$ cat src/rtl/conv1d_stream_pp_if.sv
// Stream bundle for conv1d_stream_pp: filter-word and sample inputs, result output.
// The slave modport is the layer's view; master is the surrounding source/sink.
interface conv1d_stream_pp_if #(
   parameter int WIDTH = 16
);
   logic [WIDTH-1:0] s_data_in_f;
   logic             s_valid_f;
   logic             s_ready_f;
   logic [WIDTH-1:0] s_data_in_x;
   logic             s_valid_x;
   logic             s_ready_x;
   logic             relu_en;
   logic [WIDTH-1:0] m_data_out_y;
   logic             m_valid_y;
   logic             m_ready_y;

   modport slave (
      input  s_data_in_f, s_valid_f,
      output s_ready_f,
      input  s_data_in_x, s_valid_x,
      output s_ready_x,
      input  relu_en,
      output m_data_out_y, m_valid_y,
      input  m_ready_y
   );

   modport master (
      output s_data_in_f, s_valid_f,
      input  s_ready_f,
      output s_data_in_x, s_valid_x,
      input  s_ready_x,
      output relu_en,
      input  m_data_out_y, m_valid_y,
      output m_ready_y
   );
endinterface

$ cat src/rtl/conv1d_stream_pp.sv
// Streaming saturating 1-D convolution with a ping-pong input buffer and P MAC lanes.
// Lane i of group k0 produces y[k0+i]; one filter tap per cycle.
module conv1d_stream_pp #(
   parameter int WIDTH = 16,
   parameter int LENX  = 8,
   parameter int LENF  = 4,
   parameter int P     = 1
) (
   input logic               clk,
   input logic               reset,
   conv1d_stream_pp_if.slave bus
);
   localparam int NOUT  = LENX - LENF + 1;
   localparam int ADDRX = $clog2(LENX);
   localparam int ADDRF = $clog2(LENF);
   localparam int AXW   = (ADDRX > 0) ? ADDRX : 1;
   localparam int AFW   = (ADDRF > 0) ? ADDRF : 1;
   localparam int FCW   = $clog2(LENF + 1);
   localparam int KW    = $clog2(NOUT + 1);
   localparam int OW    = (P > 1) ? $clog2(P) : 1;

   localparam logic [AXW-1:0] LAST_X = AXW'(LENX - 1);
   localparam logic [AFW-1:0] LAST_F = AFW'(LENF - 1);
   localparam logic [OW-1:0]  LAST_P = OW'(P - 1);
   localparam logic [FCW-1:0] LENF_C = FCW'(LENF);
   localparam logic [KW-1:0]  NOUT_C = KW'(NOUT);
   localparam logic [KW-1:0]  P_C    = KW'(P);

   typedef enum logic [1:0] {IDLE, MAC, HOLD} state_t;
   typedef logic signed [WIDTH-1:0] word_t;

   localparam word_t SMAX = {1'b0, {(WIDTH-1){1'b1}}};
   localparam word_t SMIN = {1'b1, {(WIDTH-1){1'b0}}};

   function automatic word_t sat_prod(input logic signed [2*WIDTH-1:0] v);
      if (v[2*WIDTH-1:WIDTH-1] == '0 || v[2*WIDTH-1:WIDTH-1] == '1) return v[WIDTH-1:0];
      return v[2*WIDTH-1] ? SMIN : SMAX;
   endfunction

   function automatic word_t sat_sum(input logic signed [WIDTH:0] v);
      if (v[WIDTH] == v[WIDTH-1]) return v[WIDTH-1:0];
      return v[WIDTH] ? SMIN : SMAX;
   endfunction

   word_t f_q    [LENF];
   word_t bank_q [2][LENX];

   state_t         state_q, state_d;
   logic [FCW-1:0] f_cnt_q, f_cnt_d;
   logic [AXW-1:0] wr_cnt_q, wr_cnt_d;
   logic           wr_bank_q, wr_bank_d;
   logic           rd_bank_q, rd_bank_d;
   logic [1:0]     full_q, full_d;
   logic [AFW-1:0] tap_q, tap_d;
   logic [KW-1:0]  k0_q, k0_d;
   logic           relu_q, relu_d;
   word_t          acc_q [P];
   word_t          acc_d [P];
   word_t          out_q [P];
   word_t          out_d [P];
   logic           out_valid_q, out_valid_d;
   logic [OW-1:0]  out_idx_q, out_idx_d;

   logic f_rdy, x_rdy, f_hs, x_hs, filter_loaded, last_pop, do_start;
   logic [1:0] full_set, full_clr;

   logic [AXW-1:0]            lane_idx  [P];
   logic signed [2*WIDTH-1:0] lane_prod [P];
   word_t                     lane_psat [P];
   logic signed [WIDTH:0]     lane_sum  [P];
   word_t                     acc_nxt   [P];
   word_t                     lane_res  [P];

   assign filter_loaded = (f_cnt_q == LENF_C);
   assign f_rdy         = !filter_loaded;
   assign x_rdy         = !full_q[wr_bank_q];
   assign f_hs          = bus.s_valid_f && f_rdy;
   assign x_hs          = bus.s_valid_x && x_rdy;
   assign last_pop      = out_valid_q && bus.m_ready_y && (out_idx_q == LAST_P);

   // Per-lane tap: saturate the product, then the accumulation, then optional ReLU.
   always_comb begin
      for (int i = 0; i < P; i++) begin
         lane_idx[i]  = AXW'(k0_q) + AXW'(i) + AXW'(tap_q);
         lane_prod[i] = bank_q[rd_bank_q][lane_idx[i]] * f_q[tap_q];
         lane_psat[i] = sat_prod(lane_prod[i]);
         lane_sum[i]  = {acc_q[i][WIDTH-1], acc_q[i]} + {lane_psat[i][WIDTH-1], lane_psat[i]};
         acc_nxt[i]   = sat_sum(lane_sum[i]);
         lane_res[i]  = (relu_q && acc_nxt[i][WIDTH-1]) ? '0 : acc_nxt[i];
      end
   end

   always_comb begin
      // NOTE: every _d starts from its _q so no path through this block can infer a latch.
      state_d     = state_q;
      f_cnt_d     = f_cnt_q;
      wr_cnt_d    = wr_cnt_q;
      wr_bank_d   = wr_bank_q;
      rd_bank_d   = rd_bank_q;
      tap_d       = tap_q;
      k0_d        = k0_q;
      relu_d      = relu_q;
      acc_d       = acc_q;
      out_d       = out_q;
      out_valid_d = out_valid_q;
      out_idx_d   = out_idx_q;
      full_set    = '0;
      full_clr    = '0;
      do_start    = 1'b0;

      if (f_hs) f_cnt_d = f_cnt_q + 1'b1;

      if (x_hs) begin
         if (wr_cnt_q == LAST_X) begin
            wr_cnt_d            = '0;
            full_set[wr_bank_q] = 1'b1;
            wr_bank_d           = !wr_bank_q;
         end else begin
            wr_cnt_d = wr_cnt_q + 1'b1;
         end
      end

      if (out_valid_q && bus.m_ready_y) begin
         if (out_idx_q == LAST_P) begin
            out_valid_d = 1'b0;
            out_idx_d   = '0;
         end else begin
            out_idx_d = out_idx_q + 1'b1;
         end
      end

      case (state_q)
         IDLE: if (full_q[rd_bank_q] && filter_loaded && !out_valid_q) do_start = 1'b1;
         MAC: begin
            acc_d = acc_nxt;
            tap_d = tap_q + 1'b1;
            if (tap_q == LAST_F) begin
               out_d       = lane_res;
               out_valid_d = 1'b1;
               out_idx_d   = '0;
               state_d     = HOLD;
               // The bank is no longer read once its last group sits in the output register.
               if (k0_q + P_C >= NOUT_C) full_clr[rd_bank_q] = 1'b1;
            end
         end
         HOLD: if (last_pop) begin
            if (k0_q + P_C < NOUT_C) begin
               k0_d    = k0_q + P_C;
               tap_d   = '0;
               acc_d   = '{default: '0};
               state_d = MAC;
            end else begin
               rd_bank_d = !rd_bank_q;
               state_d   = IDLE;
               if (full_q[!rd_bank_q] && filter_loaded) do_start = 1'b1;
            end
         end
         default: state_d = IDLE;
      endcase

      if (do_start) begin
         state_d = MAC;
         tap_d   = '0;
         k0_d    = '0;
         relu_d  = bus.relu_en;
         acc_d   = '{default: '0};
      end

      full_d = (full_q & ~full_clr) | full_set;
   end

   // NOTE: sequential state uses <= so every flop samples pre-edge values regardless of order.
   always_ff @(posedge clk) begin
      if (reset) begin
         state_q     <= IDLE;
         f_cnt_q     <= '0;
         wr_cnt_q    <= '0;
         wr_bank_q   <= 1'b0;
         rd_bank_q   <= 1'b0;
         full_q      <= '0;
         tap_q       <= '0;
         k0_q        <= '0;
         relu_q      <= 1'b0;
         acc_q       <= '{default: '0};
         out_q       <= '{default: '0};
         out_valid_q <= 1'b0;
         out_idx_q   <= '0;
      end else begin
         state_q     <= state_d;
         f_cnt_q     <= f_cnt_d;
         wr_cnt_q    <= wr_cnt_d;
         wr_bank_q   <= wr_bank_d;
         rd_bank_q   <= rd_bank_d;
         full_q      <= full_d;
         tap_q       <= tap_d;
         k0_q        <= k0_d;
         relu_q      <= relu_d;
         acc_q       <= acc_d;
         out_q       <= out_d;
         out_valid_q <= out_valid_d;
         out_idx_q   <= out_idx_d;
      end
   end

   // NOTE: coefficient and sample storage is not reset; the filter count and full flags gate its use.
   always_ff @(posedge clk) begin
      if (f_hs) f_q[f_cnt_q[AFW-1:0]] <= bus.s_data_in_f;
      if (x_hs) bank_q[wr_bank_q][wr_cnt_q] <= bus.s_data_in_x;
   end

   always_comb begin
      bus.s_ready_f    = f_rdy;
      bus.s_ready_x    = x_rdy;
      bus.m_valid_y    = out_valid_q;
      bus.m_data_out_y = out_q[out_idx_q];
   end
endmodule

$ cat src/flat_wrapper.sv
// flat-port wrapper written by rule: the top's interface ports become plain ports
module conv1d_stream_pp_flat 
#(
   parameter int WIDTH = 16,
   parameter int LENX  = 8,
   parameter int LENF  = 4,
   parameter int P     = 1
)
  (clk, reset, bus_s_data_in_f, bus_s_valid_f, bus_s_ready_f, bus_s_data_in_x, bus_s_valid_x, bus_s_ready_x, bus_relu_en, bus_m_data_out_y, bus_m_valid_y, bus_m_ready_y);
  conv1d_stream_pp_if #(.WIDTH(WIDTH)) bus_i ();
  input logic clk;
  input logic reset;
  input wire logic [$bits(bus_i.s_data_in_f)-1:0] bus_s_data_in_f;
  input wire logic [$bits(bus_i.s_valid_f)-1:0] bus_s_valid_f;
  output wire logic [$bits(bus_i.s_ready_f)-1:0] bus_s_ready_f;
  input wire logic [$bits(bus_i.s_data_in_x)-1:0] bus_s_data_in_x;
  input wire logic [$bits(bus_i.s_valid_x)-1:0] bus_s_valid_x;
  output wire logic [$bits(bus_i.s_ready_x)-1:0] bus_s_ready_x;
  input wire logic [$bits(bus_i.relu_en)-1:0] bus_relu_en;
  output wire logic [$bits(bus_i.m_data_out_y)-1:0] bus_m_data_out_y;
  output wire logic [$bits(bus_i.m_valid_y)-1:0] bus_m_valid_y;
  input wire logic [$bits(bus_i.m_ready_y)-1:0] bus_m_ready_y;
  assign bus_i.s_data_in_f = bus_s_data_in_f;
  assign bus_i.s_valid_f = bus_s_valid_f;
  assign bus_s_ready_f = bus_i.s_ready_f;
  assign bus_i.s_data_in_x = bus_s_data_in_x;
  assign bus_i.s_valid_x = bus_s_valid_x;
  assign bus_s_ready_x = bus_i.s_ready_x;
  assign bus_i.relu_en = bus_relu_en;
  assign bus_m_data_out_y = bus_i.m_data_out_y;
  assign bus_m_valid_y = bus_i.m_valid_y;
  assign bus_i.m_ready_y = bus_m_ready_y;
  conv1d_stream_pp #(.WIDTH(WIDTH), .LENX(LENX), .LENF(LENF), .P(P)) u_core (.clk(clk), .reset(reset), .bus(bus_i));
endmodule
$ cat config.mk
export PLATFORM = sky130hd
export DESIGN_NAME = conv1d_stream_pp_flat
export DESIGN_NICKNAME = d
export VERILOG_FILES = /design/src/rtl/conv1d_stream_pp_if.sv /design/src/rtl/conv1d_stream_pp.sv /design/src/flat_wrapper.sv
export SDC_FILE = /design/constraint.sdc
export NUM_CORES = 1
export LEC_CHECK = 0
export CORE_MARGIN = 1
export CORE_UTILIZATION = 30
export CTS_CLUSTER_SIZE = 20
export DETAILED_ROUTE_END_ITERATION = 6
export GPL_TIMING_DRIVEN = 0
export PLACE_DENSITY = 0.46
export SLEW_MARGIN = 20
export SYNTH_ARGS = -nofsm -noshare
export SYNTH_HDL_FRONTEND = slang
export SYNTH_SLANG_ARGS = --single-unit
$ cat constraint.sdc
create_clock -name clk -period 12.25 [get_ports clk]
set_input_delay 1.8375 -clock clk [delete_from_list [all_inputs] [get_ports clk]]
set_output_delay 1.8375 -clock clk [all_outputs]
set_load 0.02 [all_outputs]
After elaboration in Yosys (flattened, before gate mapping):

Memory sizes are Yosys's and may differ from the RTL's. A register that Yosys moved wholly into a read port is not among the register bits.
Cells that the tools add are included.

* word-level logic and storage cells: 147
* bits of input ports: 38
* output and inout port bits: 19
* bits in registers: 52
* bits in writable memories: 320
* memories kept: 2

Memories
* u_core.bank_q: depth 2, width 128, rd ports 1, clocked after Yosys merged registers in 1, write ports 1, RTL line conv1d_stream_pp.sv:46 `word_t bank_q [2][LENX];`
* u_core.f_q: depth 4, width 16, rd ports 1, clocked after Yosys merged registers in 1, write ports 1, RTL line conv1d_stream_pp.sv:45 `word_t f_q [LENF];`

* add/sub/neg operators: 7
* $lt $le $gt $ge: 11
* eq/ne operators: 13
* reductions and logical operators: 28
* bitwise logic cells: 8
* mux-type cells: 63
* multiply operators: 1

Operators with widths (count)
* $mux W16: 13
* $mux W128: 1
* $bmux W16 S3: 1
* $demux W16 S3: 1
* $mul A16 B16 Y32: 1
* $pmux W16 S2: 1
* $mux W1: 29
* $mux W2: 11
* $add A16 B16 Y17: 1
* $eq A17 B17 Y1 const B: 1
* $logic_not A17 Y1: 1
* $reduce_and A3 Y1: 5
* $logic_and A1 B1 Y1: 11
* $add A3 B1 Y3 const B: 3
* $ge A4 B4 Y1 const B: 2
* $ne A2 B1 Y1 const B: 4
* $not A3 Y4: 2
* $eq A3 B3 Y1 const B: 2
* $lt A1 B2 Y1 const B: 3
* $ne A3 B1 Y1 const B: 2
* $pmux W2 S3: 1
* $logic_not A1 Y1: 5
* $eq A2 B2 Y1 const B: 2
* $lt A4 B1 Y1 const B: 1
* 22 further kinds: 27

Longest topological paths before layout:

* depth after elaboration: 16
* mapped depth: 46
* mapped depth without buffers: 41

Worst setup path before layout:

No wires, ideal clock.

* path kind: register to register
* start: reg u_core.k0_q[0]
* end: reg u_core.out_q[0] in the netlist's numbering
* setup time: 0.074 ns
* stages on the path, launching flop included: 44
* period minus slack after synthesis: 11.082 ns
* slack: 1.168 ns
* data required time: 12.176 ns
* data arrival time: 11.007 ns
* buffers on the path: 5
* cells stage by stage: dfxtp_1 -> ha_1 -> clkbuf_1 -> clkbuf_1 -> buf_1 -> mux4_2 -> nand2_1 -> nand2_1 -> o21ai_1 -> inv_1 -> and2_1 -> fa_1 -> inv_1 -> fa_1 -> inv_1 -> fa_1 -> fa_1 -> fa_1 -> [... 8 more ...] -> o221ai_2 -> xnor2_1 -> or3_1 -> a2111o_1 -> o41a_4 -> o31ai_2 -> ha_1 -> fa_1 -> a21o_1 -> a21o_1 -> nand3_1 -> a31oi_1 -> a41oi_1 -> a21o_1 -> a21o_1 -> a2111o_1 -> clkbuf_1 -> o21ai_0

* word-level cells in the longest chain between the ends: 16
* elaborated cells between the ends (all ways): 21
* classes of those cells: 2 x add/sub; 1 x mul; 2 x eq/ne; 12 x mux; 1 x bitwise; 3 x reduce/logical

RTL lines
* from (decl): RTL line conv1d_stream_pp.sv:55 `logic [KW-1:0] k0_q, k0_d;`
* from (signal assigned): RTL line conv1d_stream_pp.sv:196 `k0_q <= k0_d;`
* $add A3 B2 Y3 (*): RTL line conv1d_stream_pp.sv:84 `lane_idx[i] = AXW'(k0_q) + AXW'(i) + AXW'(tap_q);`
* $not A3 Y4 (implied by the code) (*): RTL line conv1d_stream_pp.sv:85 `lane_prod[i] = bank_q[rd_bank_q][lane_idx[i]] * f_q[tap_q];`
* $bmux W16 S3 (*): RTL line conv1d_stream_pp.sv:85
* $mux W16 (implied by the code) (*) (2 in series): RTL line conv1d_stream_pp.sv:85
* $mul A16 B16 Y32 (*): RTL line conv1d_stream_pp.sv:85
* $eq A17 B17 Y1 or $logic_not A17 Y1 (tied branches): RTL line conv1d_stream_pp.sv:36 `if (v[2*WIDTH-1:WIDTH-1] == '0 || v[2*WIDTH-1:WIDTH-1] == '1) return v[WIDTH-1:0];`
* $logic_or A1 B1 Y1: RTL line conv1d_stream_pp.sv:36
* $mux W1: RTL line conv1d_stream_pp.sv:36
* $mux W16 (*): RTL line conv1d_stream_pp.sv:37 `return v[2*WIDTH-1] ? SMIN : SMAX;`
* $add A16 B16 Y17 (*): RTL line conv1d_stream_pp.sv:87 `lane_sum[i] = {acc_q[i][WIDTH-1], acc_q[i]} + {lane_psat[i][WIDTH-1], lane_psat[i]};`
* $eq A1 B1 Y1: RTL line conv1d_stream_pp.sv:41 `if (v[WIDTH] == v[WIDTH-1]) return v[WIDTH-1:0];`
* $mux W1: RTL line conv1d_stream_pp.sv:41
* $mux W16 (*): RTL line conv1d_stream_pp.sv:42 `return v[WIDTH] ? SMIN : SMAX;`
* $logic_and A1 B1 Y1: RTL line conv1d_stream_pp.sv:89 `lane_res[i] = (relu_q && acc_nxt[i][WIDTH-1]) ? '0 : acc_nxt[i];`
* $mux W16 (*): RTL line conv1d_stream_pp.sv:89
* to (signal assigned): RTL line conv1d_stream_pp.sv:199 `out_q <= out_d;`
* to (decl): RTL line conv1d_stream_pp.sv:59 `word_t out_q [P];`

Every way passes the cells marked *; elsewhere a longest branch is shown, timed or not. The select of a mux whose other input is x is not followed.
A chain may end at the register's enable or synchronous reset.

Worst setup path in the final report:

* start: reg u_core.tap_q[0]
* end: reg u_core.out_q[0] in the netlist's numbering

* word-level cells in the longest chain between the ends: 16
* elaborated cells between the ends (all ways): 23
* classes of those cells: 2 x add/sub; 1 x mul; 3 x eq/ne; 12 x mux; 1 x bitwise; 4 x reduce/logical

RTL lines
* from (decl): RTL line conv1d_stream_pp.sv:54 `logic [AFW-1:0] tap_q, tap_d;`
* from (signal assigned): RTL line conv1d_stream_pp.sv:195 `tap_q <= tap_d;`
* $add A3 B2 Y3: RTL line conv1d_stream_pp.sv:84
* $not A3 Y4 (implied by the code): RTL line conv1d_stream_pp.sv:85
* $bmux W16 S3: RTL line conv1d_stream_pp.sv:85
* $mux W16 (implied by the code) (2 in series): RTL line conv1d_stream_pp.sv:85
* $mul A16 B16 Y32: RTL line conv1d_stream_pp.sv:85
* $eq A17 B17 Y1 or $logic_not A17 Y1 (tied branches): RTL line conv1d_stream_pp.sv:36
* $logic_or A1 B1 Y1: RTL line conv1d_stream_pp.sv:36
* $mux W1: RTL line conv1d_stream_pp.sv:36
* $mux W16: RTL line conv1d_stream_pp.sv:37
* $add A16 B16 Y17: RTL line conv1d_stream_pp.sv:87
* $eq A1 B1 Y1: RTL line conv1d_stream_pp.sv:41
* $mux W1: RTL line conv1d_stream_pp.sv:41
* $mux W16: RTL line conv1d_stream_pp.sv:42
* $logic_and A1 B1 Y1: RTL line conv1d_stream_pp.sv:89
* $mux W16: RTL line conv1d_stream_pp.sv:89

Parallel ways exist; a longest one is shown, timed or not. The select of a mux whose other input is x is not followed.

==> results.txt <==
----------------------------------------------------
[Hold path]
  Hold crit path type ... reg -> reg

[Route]
  Average wire per standard cell ... 19.8 µm
  Starting DRT DRC Count ... 835
  Antenna Violating Nets Remaining ... 0
  WL final ... 65.9 mm
  Avg Vias per Cell ... about 4.7
  Router iterations before antenna repair ... 5
  DRC ... 0
  Via count of the routed design ... 15599

[Place]
  Port bufs ... 55
  Half-perimeter wire length after placement ... 51.3 mm
  DP Worst Slack ... -2.12 ns
  Cell total after placement ... 3231
  RD Place Congestion ... 0.911

[Setup path]
  Critical Path Start Type ... flop
  Critical-path maximum fanout ... 10
  Crit. Startpoint ... u_core.tap_q[0]
  CP peak stage delay ... 0.62 ns
  Worst R2R Start ... u_core.tap_q[0]
  Critical Path RT ... roughly 13 ns
  Worst reg2reg path endpoint ... u_core.out_q[0]
  Arrival time of the worst setup path ... ~12 ns
  Reg2Reg Depth ... 42
  Critical path's slowest cell ... sky130_fd_sc_hd__mux4_2
  Crit path to ... u_core.out_q[0]
  Dominant cell type by count on the critical path ... sky130_fd_sc_hd__fa_1
  Start-to-end type of the worst setup path ... reg -> reg
  Register-to-register setup slack ... 0.59 ns
  Setup crit end kind ... flop

[Logic synthesis]
  Number of distinct standard cells referenced by the synthesized netlist ... 73
  Yosys top cell by area ... sky130_fd_sc_hd__edfxtp_1
  Top cells by count, synth ... sky130_fd_sc_hd__edfxtp_1 (320), sky130_fd_sc_hd__inv_1 (319), sky130_fd_sc_hd__fa_1 (264)
  Area share of the largest cell type after synthesis ... 0.380
  Number of enable flip-flop cells after synthesis ... 320
  Net count of the mapped netlist ... 2493
  Cells after synthesis ... 2080
  Dominant synthesized flop cell ... sky130_fd_sc_hd__edfxtp_1
  Cell area after technology mapping ... 25300 µm²
  #FFs+latches synth ... 375
  Top area cells in the synthesized netlist ... sky130_fd_sc_hd__edfxtp_1 (38%), sky130_fd_sc_hd__fa_1 (21%), sky130_fd_sc_hd__mux4_2 (7.1%), sky130_fd_sc_hd__ha_1 (5.5%), sky130_fd_sc_hd__inv_1 (4.7%)
  Post-synthesis area per instance ... between 10 and 15 µm²
  Sequential share of the synthesized area ... 0.424
  Number of warnings reported in the yosys synthesis log ... 0
  Most frequent cell after synthesis ... sky130_fd_sc_hd__edfxtp_1
  Async SR Flop Fraction ... 0

[Global routing]
  First-pass GRT wire length ... 102 mm
  Global-route usage over all layers ... 0.157
  Total congestion overflow after global routing ... 0
  Antenna violations before repair ... 5
  Pin count of the biggest net entering global routing ... 18
  Vias in the first global route ... 16614

[Final layout]
  Final std cells w/o fill ... about 3300
  Share of layout cells above drive strength 1 ... 0.137
  Number of nets in the finished design ... 2618
  Number of fillers in the final layout ... around 8200
  Area growth from synthesis to layout ... 16.1%

[Clock tree]
  Clock-pin transition on the worst setup and hold timing paths ... 0.05 ns
  CTS tree ... yes
  H-tree levels ... 2
  Deepest clock path buffer count ... 3
  CTS sink count ... 375
  Root Buffer ... sky130_fd_sc_hd__clkbuf_16
  Total clock buffers created by CTS ... 44
  Worst-skew pair later-pin latency ... roughly 0.58 ns

[Floorplan]
  Row Count ... 106
  Floorplan die height ... 292 µm
  Die Width ... 292 µm
  Die Outline Area ... 85400 µm²
  Core area ... 83600 µm²
  Initial core utilization ... 0.302
  Number of ports placed on the die boundary ... 57

[Timing]
  Max_slew headroom ... 0.317
  Final-layout setup total negative slack ... 0 ns
  Count of final max-slew check failures ... 0
  Setup repair after global routing missed its margin ... false
  Hold Violations, Final ... 0
  Layout Skew ... 0.0215 ns
  Post-route clock period utilization ... 0.952
  Setup-violating endpoint count in the final report ... 0
  Maximum clock frequency ... 85.8 MHz
  Fin worst setup slack ... 0.588 ns
  Final min period ... 11.66 ns
  Transition at the pin with the smallest max-transition slack ... 1.03 ns
  Tightest hold margin ... 0.449 ns

[Run]
  Max-cap viol count ... 0

[Status]
  Result of the run ... finished clean

----------------------------------------------------
sequential cells by signal (all words and copies together) (netlist names), 2 cells and up, named ones only:
signal	cells
u_core.out_q	16
u_core.bank_q	256
u_core.wr_cnt_q	3
u_core.f_q	64
u_core.state_q	2
u_core.tap_q	2
u_core.f_cnt_q	3
u_core.full_q	2
u_core.acc_q	16
u_core.k0_q	3
logic make-up (layout without fill, tap and decap cells):
family | Yosys count | after routing | synth area share
mux | 103 | 103 | 0.0809
simple gates | 545 | 545 | 0.0927
buf+inv | 399 | 557 | 0.0604
compound gates | 234 | 234 | 0.0611
fa+ha+maj | 375 | 375 | 0.264
xor+xnor | 49 | 49 | 0.0170
other cells | 0 | 1 | 0
flops | 375 | 375 | 0.424
repair_timing:
| item | CTS | global route |
|---|---|---|
| setup endpoints to repair | 32 | 30 |
| gates resized for setup | 59 | 55 |
| pin swaps | 3 | 4 |
| hold buffers | 0 | 0 |
| endpoints found under the hold margin | 0 | 0 |
| setup buffers | 5 | 10 |
worst min-delay path by stage:
stage | depth (start not counted) | startpoint | to | slack (ns)
3_5_place_dp | 2 | u_core.out_q[5] | u_core.out_q[5] | 0.44
3_3_place_gp | 2 | u_core.out_q[5] | u_core.out_q[5] | 0.44
5_1_grt | 2 | u_core.out_q[6] | u_core.out_q[6] | 0.49
2_1_floorplan | 2 | u_core.acc_q[0] | u_core.acc_q[0] | 0.43
6_report | 2 | u_core.out_q[5] | u_core.out_q[5] | 0.45
4_1_cts | 2 | u_core.out_q[5] | u_core.out_q[5] | 0.45
metal layers:
metal  wire, µm  global-route usage  part of all wire  up-vias
li1           -                   -                 -     7283
met1      29800               0.209              0.45     7941
met2      32500               0.272              0.49      290
met3       2440              0.0205             0.037       77
met4       1110              0.0361             0.017        8
met5         52                   0           0.00079        -
worst max-delay path, delay by kind of cell (launching register included):
family | cells | cell delay, ns
adder cells (fa/ha/maj) | 11 | 4.33
AO/OA/AOI/OAI | 14 | 3.79
buffers and inverters | 10 | 1.23
AND/OR/NAND/NOR | 5 | 0.98
multiplexers | 1 | 0.62
flip-flops | 1 | 0.42
XOR/XNOR | 1 | 0.18
area by class of cell:
type                            count  area, µm²  share of cell area
Clock buffer                       56       1170              0.0397
Tap cell                         1080       1350              0.0461
Buffer                             73        369              0.0126
Multi-Input combinational cell   1306      13400               0.456
Sequential cell                   375      10700               0.365
Clock inverter                     23        204             0.00695
Timing Repair Buffer               86        936              0.0319
Inverter                          319       1220              0.0415
Antenna cell                        1       2.50           0.0000853
metrics by stage:
stage / area (µm²) / utilization
after floorplan: 25300 / -
after global placement: 27200 / 0.325
after detailed placement: 27600 / 0.330
after CTS: 29100 / 0.349
after global routing: 29300 / 0.351
final: 29300 / 0.351
placed cells by master, fill, tap and decap left out, types with 31 or more instances in the layout:
master,synthesis,final
sky130_fd_sc_hd__edfxtp_1,320,320
sky130_fd_sc_hd__nor2_1,177,165
sky130_fd_sc_hd__fa_1,264,262
sky130_fd_sc_hd__clkbuf_16,0,44
sky130_fd_sc_hd__dfxtp_1,55,54
sky130_fd_sc_hd__a21oi_1,46,41
sky130_fd_sc_hd__clkbuf_1,51,39
sky130_fd_sc_hd__mux4_2,80,80
sky130_fd_sc_hd__clkdlybuf4s50_1,0,55
sky130_fd_sc_hd__o21ai_0,67,63
sky130_fd_sc_hd__inv_1,319,314
sky130_fd_sc_hd__nand2_1,244,244
sky130_fd_sc_hd__xnor2_1,33,31
sky130_fd_sc_hd__ha_1,111,110
Power is not shown: default switching activity piles up to over one toggle a cycle in this logic, so the estimate is an artifact.
==> RTL change (config.mk and constraints unchanged) <==
Make the reset (`reset`) asynchronous in one clocked block.
--- a/src/rtl/conv1d_stream_pp.sv
+++ b/src/rtl/conv1d_stream_pp.sv
@@ -170,7 +170,7 @@
    end
 
    // NOTE: sequential state uses <= so every flop samples pre-edge values regardless of order.
-   always_ff @(posedge clk) begin
+   always_ff @(posedge clk or posedge reset) begin
       if (reset) begin
          state_q     <= IDLE;
          f_cnt_q     <= '0;
Behaviour: differs if reset is asserted again (counterexample within 10 cycles, from zero or initial values and one cycle with reset high); with reset held inactive, the same outputs for 10 cycles.
==> RTL change against the unedited design <==
- synthesized cell count up 0.53%
- setup slack worse by 0.12 ns
- area after synthesis up 2.1%
- sequential cell count down 3
- global-route usage up 0.70 points
- utilization up 0.52 points
- critical path depth up 2
- design area up 3.4%
- final cell count up 2.9%
- count of clock-buffer cells in the layout down 7
- wire length up 6.9%
- critical path type unchanged
- largest cell class unchanged
Power is left out: the tool's default activity adds up to more than one toggle a clock period on the data nets, which glitch-free logic cannot reach.
==> RTL change: results <==
group,metric,value,unit
outcome,status,"complete, no violations",
grt,grt_max_degree,53,
critical_path,cpPeakStageDelay,0.56,ns
logic_synthesis,syn_nets,2505,
place,port-buffer-count,56,
route,vias,16600,
logic_synthesis,ys_async_sr_fraction,14.0,%
logic_synthesis,synth_area_leaders,"edfxtp_1 37%, fa_1 20%, mux4_2 6.9%, ha_1 5.4%, dfrtp_1 5.0%",
route,drt_iter0_drc,1009,
place,dp_slack,-3.81,ns
critical_path,crit_arrival,12.21,ns
sta,max-slew-margin-rel,29.3,%
logic_synthesis,synth_cell_type_count,75,
logic_synthesis,synth_common_cells,"321 x inv_1, 320 x edfxtp_1, 264 x fa_1, 230 x nand2_1, 163 x nor2_1",
grt,track_usage,16.4,%
logic_synthesis,synth-compound-area-share,6.44,%
critical_path,reg2reg_depth,44,
route,wire_per_inst,20.6,µm
cts,cts_buffers,40,
logic_synthesis,muxShareOfSynthArea,8.07,%
sta,finClkSkew,0.0320,ns
critical_path,worstSetupEndpoint,"u_core.out_q[6]",
logic_synthesis,synthXorXnorAreaFrac,1.77,%
min_path,min-delay-start,"u_core.out_q[1]",
final_layout,drive_gt1_share,16.0,%
logic_synthesis,ys_seq_area_share,42.3,%
place,gp_congestion,0.857,
-- RTL change: cell count changes after synthesis, moves of 14 or more --
cell,unedited run,this run
dfxtp_1,55,0
dfrtp_1,0,52
o21ai_0,67,38
a221o_1,0,26
nand2_1,244,230
nor2_1,177,163
nor4_1,1,15
-- RTL change: cell families after synthesis --
kind of cell	count (synthesis)
AND/OR/NAND/NOR	547
XOR/XNOR	52
buffers and inverters	406
AO/OA/AOI/OAI	230
flip-flops	372
adder cells (fa/ha/maj)	377
multiplexers	107
-- RTL change: how the worst min path moves through the flow --
stage / to / slack (ns)
after CTS: u_core.f_cnt_q[2] / 0.47
after global routing: u_core.out_q[1] / 0.49
after floorplan: u_core.f_cnt_q[2] / 0.44
after global placement: u_core.out_q[1] / 0.45
final: u_core.out_q[1] / 0.47
after detailed placement: u_core.f_cnt_q[2] / 0.46
-- RTL change: timing repair --
item                       CTS  global route
cloned                       0             1
setup endpoints to repair   32            32
resized for setup           93            79
buffers inserted            13            26
pin swaps                    6            17
-- RTL change: worst reg2reg max path, delay by kind of cell (launching register included) --
kind | cells | cell delay, ns
muxes | 2 | 0.75
and+or+nand+nor | 5 | 1.39
xor gates and xnor gates | 1 | 0.27
AOI/OAI and AO/OA | 13 | 2.92
buffers and inverters | 14 | 1.79
DFF | 1 | 0.38
adders and majority gates | 9 | 4.16
-- RTL change: cell type report --
| class | instances | area (µm²) |
|---|---|---|
| Antenna cell | 1 | 2.50 |
| Buffer | 76 | 464 |
| Clock buffer | 49 | 1040 |
| Clock inverter | 17 | 149 |
| Fill cell | 8489 | 54800 |
| Inverter | 321 | 1230 |
| Multi-Input combinational cell | 1313 | 13800 |
| Sequential cell | 372 | 10900 |
| Tap cell | 1144 | 1430 |
| Timing Repair Buffer | 121 | 1300 |
-- RTL change: per-stage QoR --
stage | instances | instance area [µm²] | hold WS, ns
2_1_floorplan | 2091 | 25800 | 0.442
3_3_place_gp | 3291 | 27800 | 0.455
3_5_place_dp | 3316 | 28300 | 0.458
4_1_cts | 3387 | 29900 | 0.474
5_1_grt | 3414 | 30300 | 0.489
6_report | 3414 | 30300 | 0.470
-- RTL change: routing by layer --
metal / up-vias / track usage [%] / part of all wire, %
met5: - / 0 / 0.077
met4: 8 / 2.98 / 1.3
met3: 62 / 2.01 / 4.0
met2: 298 / 28.3 / 50
met1: 8721 / 22.3 / 44
li1: 7463 / - / -
